File: config.mk
export PLATFORM = sky130hd
export DESIGN_NAME = mem_port_arbiter
export DESIGN_NICKNAME = d
export VERILOG_FILES = /design/src/rtl/mem_port_arbiter_pkg.sv /design/src/rtl/mem_port_arbiter_bus_timeout.sv /design/src/rtl/mem_port_arbiter.sv
export SDC_FILE = /design/constraint.sdc
export NUM_CORES = 1
export LEC_CHECK = 0
export BUFFER_PORTS_ARGS = -buffer_cell sky130_fd_sc_hd__buf_4
export CAP_MARGIN = 15
export CORE_MARGIN = 4
export CORE_UTILIZATION = 48
export DETAILED_ROUTE_END_ITERATION = 7
export GPL_TIMING_DRIVEN = 0
export PLACE_DENSITY = 0.8
export SLEW_MARGIN = 20
export SYNTH_ARGS = -nofsm -noshare
export SYNTH_HDL_FRONTEND = slang
export SYNTH_SLANG_ARGS = --single-unit
File: constraint.sdc
create_clock -name clk -period 2.8 [get_ports clk]
set_clock_uncertainty 0.05 [all_clocks]
set_input_delay 0 -clock clk [delete_from_list [all_inputs] [get_ports clk]]
set_output_delay 0 -clock clk [all_outputs]
set_load 0.01 [all_outputs]
File: src/rtl/mem_port_arbiter_pkg.sv
// Shared types for the instruction/data memory port arbiter.
package mem_port_arbiter_pkg;

    // Arbiter FSM: idle, fetch transaction on the bus, data transaction on the bus.
    typedef enum logic [1:0] {
        ST_IDLE = 2'd0,
        ST_IBUS = 2'd1,
        ST_DBUS = 2'd2
    } arb_state_t;

    // Which port received the most recent bus grant.
    typedef enum logic {
        GRANT_I = 1'b0,
        GRANT_D = 1'b1
    } grant_t;

    // Round-robin tie break: the fetch port wins a tie only if data went last.
    function automatic logic tie_goes_to_i(input grant_t last);
        return (last == GRANT_D);
    endfunction

endpackage

File: src/rtl/mem_port_arbiter_bus_timeout.sv
// Wait-cycle counter for one bus transaction. o_expired marks the
// TIMEOUT-th consecutive waiting cycle; TIMEOUT = 0 never expires.
module mem_port_arbiter_bus_timeout #(
    parameter int unsigned TIMEOUT = 255
) (
    input  logic clk,
    input  logic reset,
    input  logic i_clear,
    input  logic i_enable,
    output logic o_expired
);

    localparam int unsigned CW = (TIMEOUT > 1) ? $clog2(TIMEOUT + 1) : 1;

    logic [CW-1:0] r_cnt;

    // Count waiting cycles; cleared whenever no transaction is active.
    always_ff @(posedge clk) begin
        if (reset || i_clear) begin
            r_cnt <= '0;
        end else if (i_enable) begin
            r_cnt <= r_cnt + 1'b1;
        end
    end

    assign o_expired = (TIMEOUT != 0) && i_enable && (r_cnt == CW'(TIMEOUT - 1));

endmodule

File: src/rtl/mem_port_arbiter.sv
// Shares one single-ported memory bus between the fetch (F) and data (M)
// ports, one transaction in flight. Acks are combinational from registered
// done flags; done flags hold while the owning stage is stalled so a
// completed access is never re-issued.
//
// Bus handshake: busreq rises the cycle after a grant and stays high with
// busadr/buswrite/busbe/buswdata stable until a cycle where busready=1 (or
// the wait counter expires); that cycle completes the transaction and
// busreq is low on the next cycle.
module mem_port_arbiter
    import mem_port_arbiter_pkg::*;
#(
    parameter int unsigned AW      = 32,
    parameter int unsigned DW      = 32,
    parameter int unsigned TIMEOUT = 255
) (
    input  logic            clk,
    input  logic            reset,
    input  logic            instrreqF,
    input  logic [AW-1:0]   instradrF,
    input  logic            stallF,
    output logic [DW-1:0]   instrF,
    output logic            instrackF,
    output logic            instrerrF,
    input  logic            datareqM,
    input  logic            memwriteM,
    input  logic [AW-1:0]   dataadrM,
    input  logic [DW/8-1:0] byteenM,
    input  logic [DW-1:0]   writedataM,
    input  logic            stallM,
    output logic [DW-1:0]   readdataM,
    output logic            dataackM,
    output logic            dataerrM,
    output logic            busreq,
    output logic            buswrite,
    output logic [AW-1:0]   busadr,
    output logic [DW/8-1:0] busbe,
    output logic [DW-1:0]   buswdata,
    input  logic [DW-1:0]   busrdata,
    input  logic            busready,
    output logic [1:0]      o_dbg_state
);

    arb_state_t      r_state, w_state_nxt;
    grant_t          r_last, w_last_nxt;
    logic            r_idone, w_idone_nxt;
    logic            r_ddone, w_ddone_nxt;
    logic            r_ierr, w_ierr_nxt;
    logic            r_derr, w_derr_nxt;
    logic [DW-1:0]   r_instr, w_instr_nxt;
    logic [DW-1:0]   r_rdata, w_rdata_nxt;
    logic [AW-1:0]   r_adr, w_adr_nxt;
    logic            r_write, w_write_nxt;
    logic [DW/8-1:0] r_be, w_be_nxt;
    logic [DW-1:0]   r_wdata, w_wdata_nxt;

    logic            w_ipend, w_dpend;
    logic            w_bus_active, w_wait, w_expired, w_end, w_timeout;
    logic            w_i_match, w_d_match;
    logic [DW-1:0]   w_end_data;

    assign w_ipend      = instrreqF & ~r_idone;
    assign w_dpend      = datareqM & ~r_ddone;
    assign w_bus_active = (r_state != ST_IDLE);
    assign w_wait       = w_bus_active & ~busready;
    assign w_end        = w_bus_active & (busready | w_expired);
    assign w_timeout    = ~busready & w_expired;
    assign w_end_data   = busready ? busrdata : '0;
    // A result is kept only if the requester still wants the latched access.
    assign w_i_match    = instrreqF && (instradrF == r_adr);
    assign w_d_match    = datareqM && (dataadrM == r_adr) && (memwriteM == r_write);

    mem_port_arbiter_bus_timeout #(
        .TIMEOUT (TIMEOUT)
    ) u_bus_timeout (
        .clk       (clk),
        .reset     (reset),
        .i_clear   (r_state == ST_IDLE),
        .i_enable  (w_wait),
        .o_expired (w_expired)
    );

    // Next-state, grant, completion and done-flag bookkeeping.
    always_comb begin
        w_state_nxt = r_state;
        w_last_nxt  = r_last;
        w_idone_nxt = r_idone;
        w_ddone_nxt = r_ddone;
        w_ierr_nxt  = r_ierr;
        w_derr_nxt  = r_derr;
        w_instr_nxt = r_instr;
        w_rdata_nxt = r_rdata;
        w_adr_nxt   = r_adr;
        w_write_nxt = r_write;
        w_be_nxt    = r_be;
        w_wdata_nxt = r_wdata;

        // Release a done flag once its stage advances or withdraws the request.
        if (r_idone && (!stallF || !instrreqF)) begin
            w_idone_nxt = 1'b0;
            w_ierr_nxt  = 1'b0;
        end
        if (r_ddone && (!stallM || !datareqM)) begin
            w_ddone_nxt = 1'b0;
            w_derr_nxt  = 1'b0;
        end

        case (r_state)
            ST_IDLE: begin
                if (w_ipend && (!w_dpend || tie_goes_to_i(r_last))) begin
                    w_state_nxt = ST_IBUS;
                    w_last_nxt  = GRANT_I;
                    w_adr_nxt   = instradrF;
                    w_write_nxt = 1'b0;
                    w_be_nxt    = '1;
                    w_wdata_nxt = '0;
                end else if (w_dpend) begin
                    w_state_nxt = ST_DBUS;
                    w_last_nxt  = GRANT_D;
                    w_adr_nxt   = dataadrM;
                    w_write_nxt = memwriteM;
                    w_be_nxt    = memwriteM ? byteenM : '1;
                    w_wdata_nxt = memwriteM ? writedataM : '0;
                end
            end
            ST_IBUS: begin
                if (w_end) begin
                    w_state_nxt = ST_IDLE;
                    if (w_i_match) begin
                        w_idone_nxt = 1'b1;
                        w_ierr_nxt  = w_timeout;
                        w_instr_nxt = w_end_data;
                    end
                end
            end
            ST_DBUS: begin
                if (w_end) begin
                    w_state_nxt = ST_IDLE;
                    w_write_nxt = 1'b0;
                    if (w_d_match) begin
                        w_ddone_nxt = 1'b1;
                        w_derr_nxt  = w_timeout;
                        if (!r_write) begin
                            w_rdata_nxt = w_end_data;
                        end else begin
                            // A store may alias the fetched line: force a refetch.
                            w_idone_nxt = 1'b0;
                            w_ierr_nxt  = 1'b0;
                        end
                    end
                end
            end
            default: begin
                w_state_nxt = ST_IDLE;
            end
        endcase
    end

    // State and datapath registers with synchronous reset.
    always_ff @(posedge clk) begin
        if (reset) begin
            r_state <= ST_IDLE;
            r_last  <= GRANT_I;
            r_idone <= 1'b0;
            r_ddone <= 1'b0;
            r_ierr  <= 1'b0;
            r_derr  <= 1'b0;
            r_instr <= '0;
            r_rdata <= '0;
            r_adr   <= '0;
            r_write <= 1'b0;
            r_be    <= '0;
            r_wdata <= '0;
        end else begin
            r_state <= w_state_nxt;
            r_last  <= w_last_nxt;
            r_idone <= w_idone_nxt;
            r_ddone <= w_ddone_nxt;
            r_ierr  <= w_ierr_nxt;
            r_derr  <= w_derr_nxt;
            r_instr <= w_instr_nxt;
            r_rdata <= w_rdata_nxt;
            r_adr   <= w_adr_nxt;
            r_write <= w_write_nxt;
            r_be    <= w_be_nxt;
            r_wdata <= w_wdata_nxt;
        end
    end

    assign instrackF   = ~instrreqF | r_idone;
    assign dataackM    = ~datareqM | r_ddone;
    assign instrF      = r_instr;
    assign readdataM   = r_rdata;
    assign instrerrF   = r_ierr;
    assign dataerrM    = r_derr;
    assign busreq      = w_bus_active;
    assign buswrite    = r_write;
    assign busadr      = r_adr;
    assign busbe       = r_be;
    assign buswdata    = r_wdata;
    assign o_dbg_state = r_state;

endmodule

Word level (Yosys, flattened, before mapping)
Index checks and enable logic that the tools add are counted.

operators by class
  add/subtract/negate cells = 1
  equal/unequal tests = 9
  mux-type cells = 41
  bitwise logic cells = 14
  reduce and logical (&&, ||, !) cells = 26

operator list
  operator                                        count
  2-to-1 mux 32 bit                               6
  == test 32 bit                                  2
  2-to-1 mux 1 bit                                25
  2-to-1 mux 4 bit                                3
  adder 8 x 1 -> 8 bit (second input constant)    1
  == test 8 bit (second input constant)           1
  logical AND 1 bit                               7
  2-to-1 mux 2 bit                                3
  inverter 1 bit                                  6
  one-hot mux 1 bit (2 select lines)              3
  AND reduction 3 bit                             2
  nonzero test 2 bit                              3
  AND 1 bit                                       5
  logical NOT 1 bit                               5
  logical OR 1 bit                                4
  one-hot mux 2 bit (2 select lines)              1
  AND reduction 2 bit                             2
  AND reduction 4 bit                             1
  != test 3 bit (second input constant)           1
  bitwise OR 1 bit                                3
  == test 2 x 1 -> 1 bit (second input constant)  1
  == test 2 bit (second input constant)           1
  logical NOT 2 bit                               1
  != test 2 x 1 -> 1 bit (second input constant)  1
  3 further kinds                                 3

storage, ports and cells
  register bits = 148
  output and inout port bits = 140
  word-level logic and storage cells = 104

Depth between registers and ports, before layout
Gate-level depths: netlist of the first run.

  depth after elaboration = 8
  mapped depth = 9
  mapped depth without buffers = 7

By module
From an unflattened synthesis of the first run, not the netlist that was laid out.

second synthesis, totals
  cell total of the unflattened synthesis = 722
  area total of the unflattened synthesis = 6718.9 um^2

modules (own cells, without submodules)
  module                        instances  cells each  area each (um^2)  seq. area each (um^2)
  mem_port_arbiter              1          680         6349.8            2802.7
  mem_port_arbiter_bus_timeout  1          42          369.1             160.2

Worst setup path before layout of the first run
Ideal clock, no wire load.

  path kind = reg-to-reg
  from = register r_state[0], in the netlist o_dbg_state[0]
  to = register r_rdata[29], in the netlist readdataM[29]
  arrival time = 1.847 ns
  required time = 2.679 ns
  path slack = 0.832 ns
  stages on the path, launching flop included = 9
  cell sequence = dfxtp_1 inv_1 ha_1 clkbuf_1 inv_1 nor4_1 nand4_1 or3_1 a21oi_1

between the ends
  cells in the longest elaborated chain, start to end = 6

ends and longest elaborated chain
  item                               RTL line                            text
  start: declaration                 mem_port_arbiter.sv:44              arb_state_t r_state, w_state_nxt;
  start signal: assignment           mem_port_arbiter.sv:175             r_state <= w_state_nxt;
  nonzero test 2 bit                 mem_port_arbiter.sv:64              assign w_bus_active = (r_state != ST_IDLE);
  AND 1 bit                          mem_port_arbiter.sv:65              assign w_wait = w_bus_active & ~busready;
  logical AND 1 bit                  mem_port_arbiter_bus_timeout.sv:26  assign o_expired = (TIMEOUT != 0) && i_enable && (r_cnt == CW'(TIMEOUT - 1));
  bitwise OR 1 bit                   mem_port_arbiter.sv:66              assign w_end = w_bus_active & (busready | w_expired);
  AND 1 bit                          mem_port_arbiter.sv:66
  AND reduction 4 bit (no line) (*)  --
  end signal: assignment             mem_port_arbiter.sv:182             r_rdata <= w_rdata_nxt;
  end: declaration                   mem_port_arbiter.sv:51              logic [DW-1:0] r_rdata, w_rdata_nxt;

Every way passes the cells marked *; elsewhere a longest branch is shown, timed or not.
A chain may end at the register's enable or synchronous reset.

Worst setup path after layout of the first run
  from = register r_state[0], in the netlist o_dbg_state[0]
  to = register r_adr[31], in the netlist busadr[31]

between the ends
  cells in the longest elaborated chain, start to end = 2

ends and longest elaborated chain
  item                           RTL line                 text
  logical NOT 2 bit              mem_port_arbiter.sv:108  case (r_state)
  AND reduction 2 bit (no line)  --
  end signal: assignment         mem_port_arbiter.sv:183  r_adr <= w_adr_nxt;
  end: declaration               mem_port_arbiter.sv:52   logic [AW-1:0] r_adr, w_adr_nxt;

No other way between the ends.

==> flow_summary.json, run 1 <==
{
  "status": "finished, final reports clean",
  "area_growth_pct": 63.6,
  "grt_max_degree": 17,
  "fillers": 865,
  "synthesis.area_mm2": 0.00680,
  "final.setup.tns_ps": 0,
  "io_pins": 280,
  "gp_congestion": 0.879,
  "fp.dieArea_mm2": 0.0161,
  "cts_root_buf": "clkbuf_16",
  "period_minus_slack_ps": 2600,
  "cpMaxStageDelayCell": "dlygate4sd3_1",
  "grt_pass1_wl_mm": 43.3,
  "drc": 0,
  "dr.pass1.iters": 8,
  "worstSetupPathType": "flop to flop",
  "yosysWarnings": 0,
  "fin_crit_sh": 0.929,
  "crit_buf_inv": 5,
  "path_clk_slew_ps": 60,
  "cp-start-kind": "flop",
  "vias": 8073,
  "r2r-end": "busadr[31]$_SDFFE_PP0P_",
  "rr_startpoint": "o_dbg_state[0]$_SDFFE_PP0P_",
  "arrival_ps": 2860,
  "crit_start": "o_dbg_state[0]$_SDFFE_PP0P_",
  "endpoint": "busadr[31]$_SDFFE_PP0P_",
  "p_per_area_mw_per_mm2": 626,
  "total_leakage_power_nw": 4.93,
  "finalMaxSlewViolations": 0,
  "fmax_ghz": 0.384,
  "place_hpwl_mm": 18.1,
  "synth_edf_count": 0,
  "fin_ws_ps": 198,
  "pre_cts_ws_ps": 173,
  "cts_buffers": 17,
  "hold_class": "primary input to flop",
  "synth_nets": 936,
  "worst_path_largest_cell_delay_ps": 620,
  "cts.sinks": 148,
  "drive_above_1_share": 0.274,
  "multi_input_area_mm2": 0.00355,
  "worst_pin_slew_ps": 736,
  "cts_tree": "yes",
  "via_per_inst": 5.67,
  "grt_pass1_vias": 8315,
  "synth_seq_cells": 148,
  "rsz0062_at_grt": "false",
  "crit_fanout": 10,
  "syn_inst": 791,
  "overflow": 0,
  "worst_ir_drop_vdd_v": 0.000475,
  "place.port_buffers": 278,
  "cap_violations": 0,
  "initial_core_util": 0.490,
  "synth_area_per_cell_um2": 8.60,
  "slew_headroom": 0.505,
  "r2r_cells": 8,
  "async_flop_share": 0,
  "crit_required_ps": 3050,
  "antenna_found_initial": 0,
  "crit_family": "buffers and inverters",
  "core_mm2": 0.0139,
  "synthFlopType": "dfxtp_1",
  "crit_path_end_kind": "flop",
  "cp.depth": 8,
  "r2r_slack_ps": 200,
  "worstSkewPairLatency_ps": 430,
  "drt_iter0_drc": 633,
  "setup_viol_count_final": 0,
  "register_area_mm2": 0.00296,
  "detail_route.wl_per_cell_um": 19.7,
  "synth_cell_type_count": 39,
  "dieWidth_um": 127,
  "wl_mm": 28.0,
  "fp.dieH_um": 127,
  "ant_nets": 0,
  "htree_levels": 4,
  "clock_path_buffers": 2,
  "grtUsageTotal": 0.337,
  "cpMostUsedCell": "inv_1",
  "nets": 1374,
  "seq_area_frac_synth": 0.436,
  "crit_path_cell_trace": "inv_1 -> ha_1 -> inv_1 -> nor2_1 -> buf_2 -> clkbuf_2 -> a311oi_1 -> dlygate4sd3_1",
  "hold_violations": 0,
  "rows": 43
}
-- layer usage --
metal,global-route usage,routed length [µm]
met1,0.385,10400
met2,0.570,13600
met3,0.0945,2550
met4,0.182,1500
met5,0,0
-- cells by family (layout without fill, tap and decap cells) --
family / after synthesis / count (layout) / share of synthesized area
mux: 31 / 31 / 0.0456
other cells: 0 / 1 / 0
fa+ha+maj: 5 / 5 / 0.00920
xor+xnor: 70 / 70 / 0.0902
simple gates: 314 / 314 / 0.229
flops: 148 / 148 / 0.436
buf+inv: 72 / 523 / 0.0440
compound gates: 151 / 151 / 0.146
-- what timing repair did --
action	4_1_cts	5_1_grt
buffers inserted	0	2
resized for setup	0	22
hold endpoints to repair	117	0
setup endpoints to repair	0	45
hold buffers	139	0
-- through the flow --
step	std cells	util	total power, mW	area, µm²	hold slack, ps
finish	1423	0.802	6.97	11100	24.9
global route	1422	0.802	7.25	11100	76.8
CTS	1420	0.799	6.83	11100	4.55
detailed placement	1249	0.656	4.30	9110	195
global placement	1249	0.656	4.28	9110	185
floorplan	791	-	3.51	6800	98.3
-- area by class of cell --
class | count | area share
flip-flops and latches | 148 | 0.266
plain buffers | 63 | 0.0250
clock inverters | 12 | 0.0116
well taps | 180 | 0.0202
multi-input cells | 571 | 0.319
clock buffers | 20 | 0.0410
diodes | 1 | 0.000225
inverters | 9 | 0.00304
repair buffers | 419 | 0.314
-- sequential cells by signal, summed over array words and instances, names as in the netlist, 2 cells and up --
register / flops
busadr: 32
busbe: 4
buswdata: 32
instrF: 32
o_dbg_state: 2
readdataM: 32
u_bus_timeout.r_cnt: 8
-- tightest hold or removal path, stage by stage --
cell and delay, ps:
buf_4 110, nand3_1 150, nor2_1 140, nor3_1 50
-- worst min-delay path by stage --
stage / cells after the start / to / startpoint / slack [ps]
global placement: 3 / buswdata[24]$_SDFFE_PP0P_ / writedataM[24] / 190
finish: 4 / busbe[3]$_SDFFE_PP0P_ / memwriteM / 20
detailed placement: 3 / buswdata[19]$_SDFFE_PP0P_ / writedataM[19] / 200
global route: 5 / r_idone$_SDFF_PP0_ / instrreqF / 80
CTS: 4 / busbe[3]$_SDFFE_PP0P_ / memwriteM / 5
floorplan: 2 / buswdata[0]$_SDFFE_PP0P_ / writedataM[0] / 100
-- placed cells by master (no fill, tap or decap), types with 31 or more instances in the layout --
cell type      synthesis  final
dfxtp_1              148    148
nand2_1               77     77
buf_4                  1    281
a311oi_1              33     33
dlygate4sd3_1          0    139
nand4b_1              32     32
a21oi_1               42     42
clkbuf_1              50     42
a22oi_1               33     33
mux2i_1               31     31
xnor2_1               66     66
nor2_1               118    117
o21ai_0               35     35
-- cell usage after synthesis, types with 11 or more instances --
| master | instances | area [µm²] |
|---|---|---|
| mux2i_1 | 31 | 310 |
| dfxtp_1 | 148 | 2960 |
| nor3_1 | 11 | 55.1 |
| o21ai_0 | 35 | 175 |
| nand4b_1 | 32 | 280 |
| xnor2_1 | 66 | 578 |
| nand4_1 | 16 | 100 |
| nor2_1 | 118 | 443 |
| a311oi_1 | 33 | 289 |
| clkbuf_1 | 50 | 188 |
| and2_1 | 30 | 188 |
| a22oi_1 | 33 | 248 |
| a21oi_1 | 42 | 210 |
| nand2_1 | 77 | 289 |
-- where the power goes --
group	internal (mW)	total [mW]	switching (mW)	leakage [nW]
Sequential	2.29	2.52	0.236	1.20
Clock	1.36	2.29	0.930	0.294
Combinational	1.02	2.15	1.13	3.43
Total	4.67	6.97	2.30	4.93
No activity file was read; power rests on OpenSTA's default activity.
==> run 2, diff against run 1 <==
Settings changed: CORE_MARGIN 4 to unset.
==> flow_summary.json, run 2 (synthesis results as in run 1) <==
{
  "status": "finished, final reports clean",
  "crit_family": "buffers and inverters",
  "clock_path_buffers": 2,
  "r2r_slack_ps": 140,
  "holdPathStages": 5,
  "grt_pass1_vias": 7895,
  "fp.dieArea_mm2": 0.0146,
  "whs_ps": 24.3,
  "slew_headroom": 0.462,
  "r2r_cells": 7,
  "rows": 43,
  "rsz0062_at_grt": "false",
  "hold_violations": 0,
  "timing.hold.worst_endpoint": "instrerrF$_SDFF_PP0_",
  "io_pins": 280,
  "cpMaxStageDelayCell": "dlygate4sd3_1",
  "core_mm2": 0.0138,
  "cts_tree": "yes",
  "place_hpwl_mm": 16.8,
  "worstSkewPairLatency_ps": 430,
  "period_minus_slack_ps": 2660,
  "initial_core_util": 0.492,
  "arrival_ps": 2980,
  "cp.depth": 7,
  "insertedDiodeCount": 0,
  "overflow": 0,
  "worst_path_largest_cell_delay_ps": 620,
  "path_clk_slew_ps": 60,
  "fin_ws_ps": 139,
  "vias": 8054,
  "gp_congestion": 0.927,
  "rr_startpoint": "r_ddone$_SDFF_PP0_",
  "cts.sinks": 148,
  "ant_nets": 0,
  "nets": 1373,
  "worst_ir_drop_vdd_v": 0.000607,
  "drc": 0,
  "drive_above_1_share": 0.272,
  "p_per_area_mw_per_mm2": 636,
  "grt_max_degree": 17,
  "drt_iter0_drc": 717,
  "r2r-end": "busadr[30]$_SDFFE_PP0P_",
  "area_growth_pct": 64.1,
  "cts_buffers": 17,
  "final_cell_mix": "buf_4, dfxtp_1, dlygate4sd3_1, nor2_1, nand2_1",
  "fp.dieH_um": 121,
  "htree_levels": 4,
  "dr.pass1.iters": 5,
  "crit_required_ps": 3120,
  "final.setup.tns_ps": 0,
  "cp-start-kind": "flop",
  "crit_fanout": 10,
  "cts_root_buf": "clkbuf_16",
  "grt_pass1_wl_mm": 40.7,
  "via_per_inst": 5.67,
  "finalMaxSlewViolations": 0,
  "worstSetupPathType": "flop to flop",
  "fin_crit_sh": 0.950,
  "setup_viol_count_final": 0,
  "detail_route.wl_per_cell_um": 18.7,
  "worst_pin_slew_ps": 800,
  "min_from": "instrreqF",
  "pre_cts_ws_ps": 217,
  "place.port_buffers": 278,
  "grtUsageTotal": 0.361,
  "wl_mm": 26.6,
  "cap_violations": 0,
  "crit_buf_inv": 3,
  "layout_commonest_cell": "buf_4",
  "hold_class": "primary input to flop",
  "dieWidth_um": 121,
  "crit_path_end_kind": "flop",
  "antenna_found_initial": 0,
  "crit_path_cell_trace": "nor2b_1 -> inv_1 -> o21ai_2 -> clkbuf_2 -> nand2_1 -> a311oi_1 -> dlygate4sd3_1",
  "fmax_ghz": 0.376,
  "total_leakage_power_nw": 4.92
}
[run 2: worst reg2reg max path, stage by stage (launching register included)]
cell and delay, ps:
dfxtp_1 330, nor2b_1 300, inv_1 140, o21ai_2 360, clkbuf_2 360, nand2_1 110, a311oi_1 330, dlygate4sd3_1 620
[run 2: repair_timing]
| item | CTS | global route |
|---|---|---|
| gates resized for setup | 0 | 21 |
| setup buffers | 0 | 1 |
| endpoints found under the setup margin | 0 | 56 |
| hold buffers | 139 | 0 |
| endpoints found under the hold margin | 125 | 0 |
[run 2: final cells by class]
type	instances	area, µm²
inverters	9	33.8
well taps	180	225
plain buffers	63	277
flip-flops and latches	148	2960
fillers	864	2670
clock buffers	22	484
multi-input cells	571	3550
repair buffers	418	3490
clock inverters	10	145
[run 2: worst max-delay path by stage]
stage	slack, ps	start	endpoint
after CTS	50	r_ddone$_SDFF_PP0_	busadr[18]$_SDFFE_PP0P_
after floorplan	830	o_dbg_state[0]$_SDFFE_PP0P_	readdataM[29]$_SDFFE_PP0P_
after detailed placement	220	busadr[22]$_SDFFE_PP0P_	readdataM[21]$_SDFFE_PP0P_
after global placement	260	busadr[22]$_SDFFE_PP0P_	readdataM[27]$_SDFFE_PP0P_
final	140	r_ddone$_SDFF_PP0_	busadr[30]$_SDFFE_PP0P_
after global routing	10	r_idone$_SDFF_PP0_	busadr[30]$_SDFFE_PP0P_
[run 2: routing by layer]
metal / share of wire / GRT usage
met5: 0 / 0
met4: 0.047 / 0.198
met3: 0.093 / 0.0822
met2: 0.49 / 0.614
met1: 0.37 / 0.418
[run 2: metrics by stage]
| step | cells | utilization | cell area [µm²] | total power, mW |
|---|---|---|---|---|
| 3_5_place_dp | 1249 | 0.659 | 9110 | 4.29 |
| 5_1_grt | 1421 | 0.807 | 11200 | 7.34 |
| 4_1_cts | 1420 | 0.805 | 11100 | 6.96 |
| 3_3_place_gp | 1249 | 0.659 | 9110 | 4.27 |
| 2_1_floorplan | 791 | - | 6800 | 3.51 |
| 6_report | 1421 | 0.807 | 11200 | 7.09 |
[run 2: power by group]
group	total (mW)	switching (mW)	leakage, nW	internal (mW)
registers	2.52	0.235	1.20	2.29
clock network	2.43	0.927	0.297	1.50
logic	2.14	1.12	3.42	1.02
==> run 3, diff against run 2 <==
Settings changed: CORE_UTILIZATION 48 to 52, PLACE_DENSITY 0.8 to 0.85.
Clock period 2.8 ns to 3.5 ns, I/O delays scaled along.
==> flow_summary.json, run 3 (synthesis results as in run 1) <==
{
  "rsz0062_at_grt": "false",
  "crit_fanout": 10,
  "post_cts_resized": 0,
  "worst_path_largest_cell_delay_ps": 610,
  "hold_class": "primary input to flop",
  "total_power_mw": 5.47,
  "total_leakage_power_nw": 4.86,
  "drt_iter0_drc": 1034,
  "ctsHoldBuffers": 141,
  "cts_root_buf": "clkbuf_16",
  "slew_headroom": 0.497,
  "cp-start-kind": "flop",
  "place.port_buffers": 278,
  "ant_nets": 0,
  "worstSkewPairLatency_ps": 430,
  "crit_path_cell_trace": "nor2b_1 -> inv_1 -> nor2_1 -> clkbuf_1 -> nand2_1 -> a311oi_1 -> dlygate4sd3_1",
  "crit_buf_inv": 3,
  "io_pins": 280,
  "finalMaxSlewViolations": 0,
  "fin_util": 0.871,
  "overflow": 0,
  "rows": 41,
  "drc": 0,
  "worstSetupPathType": "flop to flop",
  "cpMaxStageDelayCell": "clkbuf_1",
  "path_clk_slew_ps": 60,
  "p_per_area_mw_per_mm2": 496,
  "initial_core_util": 0.537,
  "crit_family": "buffers and inverters",
  "worst_pin_slew_ps": 747,
  "dr.pass1.iters": 7,
  "grt_pass1_vias": 8469,
  "gp_congestion": 0.916,
  "register_area_mm2": 0.00296,
  "detail_route.wl_per_cell_um": 20.9,
  "placed_area_mm2": 0.00910,
  "pre_cts_ws_ps": 888,
  "drive_above_1_share": 0.258,
  "cap_violations": 0,
  "fin_crit_sh": 0.919,
  "vias": 8497,
  "worst_ir_drop_vdd_v": 0.000411,
  "htree_levels": 4,
  "cts.sinks": 148,
  "period_minus_slack_ps": 3220,
  "fmax_ghz": 0.311,
  "grt_max_degree": 17,
  "nets": 1374,
  "cts_tree": "yes",
  "core_mm2": 0.0127,
  "layout_commonest_cell": "buf_4",
  "clock_path_buffers": 2,
  "cts_buffers": 17,
  "final.setup.tns_ps": 0,
  "status": "finished, final reports clean",
  "area_growth_pct": 62.3,
  "crit_required_ps": 3830,
  "antenna_found_initial": 0,
  "fp.dieArea_mm2": 0.0135,
  "fp.dieH_um": 116,
  "finalInstanceArea_mm2": 0.0110,
  "crit_path_end_kind": "flop",
  "final_cell_mix": "buf_4, dfxtp_1, dlygate4sd3_1, nor2_1, nand2_1",
  "grtUsageTotal": 0.432,
  "multi_input_area_mm2": 0.00354,
  "fillers": 596,
  "cts_setup_buffers": 0,
  "fin_ws_ps": 285,
  "setup_viol_count_final": 0,
  "wl_mm": 29.5,
  "grt_pass1_wl_mm": 43.9,
  "hold_violations": 0,
  "dieWidth_um": 116,
  "place_hpwl_mm": 17.1,
  "via_per_inst": 6.02,
  "arrival_ps": 3540
}
## run 3: cell types whose count changed in the layout (fill, tap and decap cells not counted), sizes merged, moves of 2 or more
cell	change
dlygate4sd3	+2
clkbuf	+2
bufinv	-3
clkinvlp	-3
inv	-2
clkinv	+3
## run 3: routing by layer
metal	vias up	share of wire	track usage
met5	-	0	0
met4	0	0.076	0.344
met3	218	0.11	0.116
met2	740	0.47	0.720
met1	3893	0.34	0.463
li1	3646	-	-
## run 3: final cells by class
cell class                 instances  share of cell area
antenna                            1            0.000227
buffer                            63              0.0240
clock buffer                      24              0.0446
clock inverter                     5             0.00249
inverter                           9             0.00306
multi-input combinational        571               0.321
sequential                       148               0.268
tap                              172              0.0195
timing repair buffer             419               0.317
## run 3: stage by stage
step | hold slack (ps) | instances
2_1_floorplan | 98.3 | 791
3_3_place_gp | 183 | 1241
3_5_place_dp | 195 | 1241
4_1_cts | 5.77 | 1411
5_1_grt | 95.1 | 1411
6_report | 65.5 | 1412
## run 3: worst paths after layout
path / endpoint / startpoint / slack, ps / depth (start not counted)
min reg2reg: instrF[30]$_SDFFE_PP0P_ / instrF[30]$_SDFFE_PP0P_ / 410 / 2
max reg2reg: busadr[1]$_SDFFE_PP0P_ / r_idone$_SDFF_PP0_ / 280 / 7
max: busadr[1]$_SDFFE_PP0P_ / r_idone$_SDFF_PP0_ / 280 / 7
min: busbe[3]$_SDFFE_PP0P_ / memwriteM / 70 / 4
## run 3: worst min-delay path, stage by stage
cell and delay, ps:
buf_4 110, nand3_1 180, nor2_1 150, nor3_1 60
## run 3: report_power, final
part / switching (mW) / internal (mW)
Clock: 0.700 / 0.964
Sequential: 0.198 / 1.83
Combinational: 0.961 / 0.819
Total: 1.86 / 3.61
